`src/rtl/fifo_wr_arbiter.sv`:
```
// rtl/fifo_wr_arbiter.sv - round-robin burst arbiter feeding one FIFO write port
// Owner keeps the port until last beat, BURST_MAX beats, or a stall timeout.
module fifo_wr_arbiter #(
  parameter int DATASIZE  = 8,
  parameter int NREQ      = 4,
  parameter int BURST_MAX = 4,
  parameter int TIMEOUT   = 8
) (
  input  logic                     wr_clk,
  input  logic                     wrst_n,
  input  logic [NREQ-1:0]          req_valid,
  input  logic [NREQ*DATASIZE-1:0] req_data,
  input  logic [NREQ-1:0]          req_last,
  output logic [NREQ-1:0]          req_ready,
  input  logic                     wr_full,
  output logic                     wr_en,
  output logic [DATASIZE-1:0]      wdata,
  output logic [NREQ-1:0]          grant,
  output logic                     abort_err
);

  localparam int IW = (NREQ > 2) ? $clog2(NREQ) : 1;
  localparam int BW = 5;
  localparam int SW = 8;

  typedef enum logic {IDLE, BURST} state_e;

  state_e            state_q, state_d;
  logic [NREQ-1:0]   grant_q, grant_d;
  logic [IW-1:0]     own_q, own_d;
  logic [IW-1:0]     last_q, last_d;
  logic [BW-1:0]     beat_q, beat_d;
  logic [SW-1:0]     stall_q, stall_d;
  logic              abort_q, abort_d;

  logic [IW-1:0]     pick_idx;
  logic              pick_found;
  logic [IW:0]       cand;
  logic [DATASIZE-1:0] data_arr [NREQ];
  logic              in_burst;
  logic              own_valid;
  logic              own_last;

  always_comb begin
    for (int i = 0; i < NREQ; i++) begin
      data_arr[i] = req_data[i*DATASIZE +: DATASIZE];
    end
  end

  assign in_burst  = (state_q == BURST);
  assign own_valid = req_valid[own_q];
  assign own_last  = req_last[own_q];

  // Outputs are combinational off the state so an async reset drops them at once
  assign wr_en     = in_burst && own_valid && !wr_full;
  assign req_ready = (in_burst && !wr_full) ? grant_q : '0;
  assign wdata     = in_burst ? data_arr[own_q] : '0;
  assign grant     = grant_q;
  assign abort_err = abort_q;

  // Search starts just after the previous owner, wrapping back to it last
  always_comb begin
    pick_found = 1'b0;
    pick_idx   = '0;
    cand       = '0;
    for (int i = 1; i <= NREQ; i++) begin
      cand = {1'b0, last_q} + (IW+1)'(i);
      if (cand >= (IW+1)'(NREQ)) cand = cand - (IW+1)'(NREQ);
      if (!pick_found && req_valid[cand[IW-1:0]]) begin
        pick_found = 1'b1;
        pick_idx   = cand[IW-1:0];
      end
    end
  end

  always_comb begin
    state_d = state_q;
    grant_d = grant_q;
    own_d   = own_q;
    last_d  = last_q;
    beat_d  = beat_q;
    stall_d = stall_q;
    abort_d = 1'b0;
    case (state_q)
      IDLE: begin
        if (pick_found) begin
          state_d = BURST;
          grant_d = {{(NREQ-1){1'b0}}, 1'b1} << pick_idx;
          own_d   = pick_idx;
          beat_d  = '0;
          stall_d = '0;
        end
      end
      BURST: begin
        if (wr_en) begin
          stall_d = '0;
          beat_d  = beat_q + 1'b1;
          if (own_last || beat_q == BW'(BURST_MAX-1)) begin
            state_d = IDLE;
            grant_d = '0;
            last_d  = own_q;
            beat_d  = '0;
          end
        end else if (!wr_full && !own_valid) begin
          if (stall_q == SW'(TIMEOUT-1)) begin
            state_d = IDLE;
            grant_d = '0;
            last_d  = own_q;
            beat_d  = '0;
            stall_d = '0;
            abort_d = 1'b1;
          end else begin
            stall_d = stall_q + 1'b1;
          end
        end
      end
      default: state_d = IDLE;
    endcase
  end

  always_ff @(posedge wr_clk or negedge wrst_n) begin
    if (!wrst_n) begin
      state_q <= IDLE;
      grant_q <= '0;
      own_q   <= '0;
      last_q  <= IW'(NREQ-1);
      beat_q  <= '0;
      stall_q <= '0;
      abort_q <= 1'b0;
    end else begin
      state_q <= state_d;
      grant_q <= grant_d;
      own_q   <= own_d;
      last_q  <= last_d;
      beat_q  <= beat_d;
      stall_q <= stall_d;
      abort_q <= abort_d;
    end
  end

endmodule
```
`config.mk`:
```
export PLATFORM = sky130hd
export DESIGN_NAME = fifo_wr_arbiter
export DESIGN_NICKNAME = d
export VERILOG_FILES = /design/src/rtl/fifo_wr_arbiter.sv
export SDC_FILE = /design/constraint.sdc
export NUM_CORES = 1
export LEC_CHECK = 0
export CAP_MARGIN = 20
export CELL_PAD_IN_SITES_DETAIL_PLACEMENT = 1
export CELL_PAD_IN_SITES_GLOBAL_PLACEMENT = 1
export CORE_UTILIZATION = 33
export DETAILED_ROUTE_END_ITERATION = 6
export PLACE_DENSITY_LB_ADDON = 0.12
export SYNTH_ARGS = -nofsm -noshare
export SYNTH_HDL_FRONTEND = slang
export SYNTH_SLANG_ARGS = --single-unit
```
`constraint.sdc`:
```
create_clock -name wr_clk -period 2.4 [get_ports wr_clk]
set_clock_uncertainty 0.05 [all_clocks]
set_input_delay 0.48 -clock wr_clk [delete_from_list [all_inputs] [get_ports wr_clk]]
set_output_delay 0.48 -clock wr_clk [all_outputs]
set_load 0.005 [all_outputs]
```
==> out/qor.csv <==
stage;metric;value;unit
worst_setup_path;max_stage_delay;0.52;ns
routing;drt_iter0_drc;44;
grt;gr-total-overflow;0;
grt;grt_pass1_wl;8.438;mm
worst_hold_path;hold_path.class;input pin to async pin;
routing;routedWlPerCell;16.81;um
routing;num_vias;1598;
synthesis;dominantRegCellSynth;dfrtp_1;
synthesis;syn-instance-count;162;
worst_setup_path;worstPathArrival;1.81;ns
clock_network;cts_hold_buffers;0;
floorplan;die_height;72.88;um
routing;dr.pass1.iters;4;
grt;met1_usage;27.11;%
synthesis;netlist_top_cells_count;dfrtp_1, and2_1, nand3_1, mux4_2, nand2_1;
synthesis;synthMostInstantiatedCell;dfrtp_1;
grt;track_usage;20.97;%
pwr;ir_drop;512.9;uV
final_layout;final_cells;306;
synthesis;syn_area;0.001658;mm2
floorplan;io_pins;61;
worst_setup_path;start_kind;input pin;
synthesis;ys_ff_latch;23;
routing;drc;0;
synthesis;synth-seq-area-share;34.87;%
clock_network;htreeDepth;1;
final_layout;syn_to_final_growth;50.72;%
placement;globalplace.congestion;0.7959;
timing;finalHoldViolCount;0;
clock_network;cts_root_buffer;clkbuf_8;
timing;max_slew_margin;65.39;%
worst_setup_path;required;1.87;ns
worst_setup_path;slowest_stage;mux4_2;
final_layout;nets;285;
run_status;status;finished clean;
timing;rsz0062_at_grt;no;
worst_setup_path;path_buf_inv;3;
placement;detailed_place_hpwl;4.182;mm
timing;worst_pin_slew;0.5191;ns
grt;grt_use_met2;36.55;%
clock_network;cts_tree;done;
worst_setup_path;critical_path_class;input pin to output pin;
synthesis;synth.distinct_cells;47;
worst_setup_path;worst_path_dominant_cell_family;buffers and inverters;
floorplan;core_area;0.004786;mm2
floorplan;die_w;72.88;um
run;maxCapViolCount;0;
clock_network;cts_made_buffers;3;
synthesis;syn_nets;207;
worst_setup_path;crit_chain;clkdlybuf4s50_1 > mux4_2 > nand2_2 > inv_1 > dlygate4sd2_1;
grt;grt_max_degree;15;
floorplan;rows;25;
synthesis;yosysWarningCount;0;
clock_network;clock_tree.buffer_depth;2;
clock_network;clkSlewWorstSetupHoldPaths;0.09;ns
final_layout;drive_gt1_share;20.08;%
final_layout;fill_cells;547;
timing;fin_crit_sh;97.50;%
floorplan;die-area;0.005311;mm2
grt;grt_antenna_before_repair;0;
floorplan;start_util;34.64;%
routing;drt_wl_total;5.145;mm
grt;grt-busiest-layer;met2;
timing;max_freq;0.4274;GHz
placement;io_buffers;60;
clock_network;clock-sinks;23;
worst_setup_path;path_max_fanout;2;
synthesis;syn_area_per_cell;10.23;um2
pwr;p_leak;1.017;nW
synthesis;synth-async-reset-ratio;100.0;%
placement;dp.cells;300;
pwr;totalPowerFinal;2.095;mW
timing;finalCriticalPeriod;2.340;ns
timing;finalSetupViolations;0;
timing;drv_slew;0;
routing;viasPerCell;5.222;
grt;grt_pass1_vias;1723;
synthesis;synth_edf_count;0;
synthesis;synth.top_cell.area_share;31.70;%
synthesis;yosysTopAreaCell;dfrtp_1;
clock_network;insertion_delay;0.28;ns
pwr;powerDensity;838.5;mW/mm2
routing;final_antenna_net_count;0;
final_layout;n_antenna_cell;0;
synthesis;synthTopCellsByArea;dfrtp_1, mux4_2, and2_1;
worst_setup_path;end_kind;output pin;
grt;globalRouteMet3Util;4.006;%
## where the power goes
part / switching [mW] / leakage [nW] / internal, mW
registers: 0.126 / 0.299 / 0.499
clock network: 0.139 / 0.0255 / 0.116
logic: 0.523 / 0.693 / 0.692
total: 0.788 / 1.02 / 1.31
## state kept, by name, indices dropped and copies added (netlist names)
name	count
in_burst	1
last_q	2
grant	4
own_q	2
beat_q	5
stall_q	8
abort_err	1
## layout by cell type, fill, tap and decap left out, drive strengths merged, types with 3 or more instances in the layout
master,n
clkdlybuf4s50,50
dfrtp,21
buf,19
and2,16
nand3,14
nand2,11
mux4,10
dlygate4sd2,10
nand4,9
nor2,8
nor2b,7
inv,7
o21ai,6
o211ai,5
a21oi,5
a21o,4
or3,3
clkbuf,3
## what timing repair did
action | CTS | global route
setup endpoints to repair | 13 | 0
gates resized for setup | 10 | 0
setup buffers | 2 | 0
endpoints found under the hold margin | 0 | 0
## cell type report
class	count	area [um2]	area share (%)
clock buffer	3	41.29	1.652
timing repair buffer	79	743.2	29.74
inverter	7	26.28	1.052
clock inverter	1	5.005	0.2003
tap	67	83.83	3.355
sequential	23	578.1	23.13
multi-input combinational	126	1021	40.86
## logic make-up (layout without fill, tap and decap cells)
logic type	after synthesis	in the layout	share of synthesized area (%)
and+or+nand+nor	79	79	28.23
AOI/OAI and AO/OA	30	30	14.79
DFF	23	23	34.87
muxes	13	13	16.00
buffers and inverters	13	90	3.547
adders and majority gates	2	2	1.509
xor gates and xnor gates	2	2	1.057
## worst paths after layout
path / cells past startpoint / from / end / slack (ns)
worst min register to register: 1 / beat_q[0] / beat_q[0] / 0.46
worst max register to register: 6 / own_q[1] / stall_q[0] / 0.27
min in group wr_clk: 1 / beat_q[0] / beat_q[0] / 0.46
worst max-delay path: 5 / req_valid[3] / wr_en / 0.06
worst min-delay path: 1 / wrst_n / stall_q[1] / 0.46
max in group asynchronous: 2 / wrst_n / beat_q[0] / 1.27
## routing by layer
metal | part of all wire [%] | vias up
li1 | - | 759
met1 | 43 | 810
met2 | 54 | 23
met3 | 2.5 | 6
met4 | 0.82 | 0
met5 | 0 | -
## metrics by stage
| stage | hold slack (ns) | TNS, ns | setup WS, ns | utilization, % | area (um2) |
|---|---|---|---|---|---|
| floorplan | 0.1344 | 0 | 0.5267 | - | 1658 |
| global placement | 0.4320 | -0.6400 | -0.1307 | 51.19 | 2450 |
| detailed placement | 0.4557 | -1.138 | -0.1566 | 51.19 | 2450 |
| CTS | 0.4677 | 0 | 0.04888 | 52.21 | 2499 |
| global route | 0.5045 | 0 | 0.02925 | 52.21 | 2499 |
| finish | 0.4606 | 0 | 0.06007 | 52.21 | 2499 |
Power figures use the tool's default switching activity.
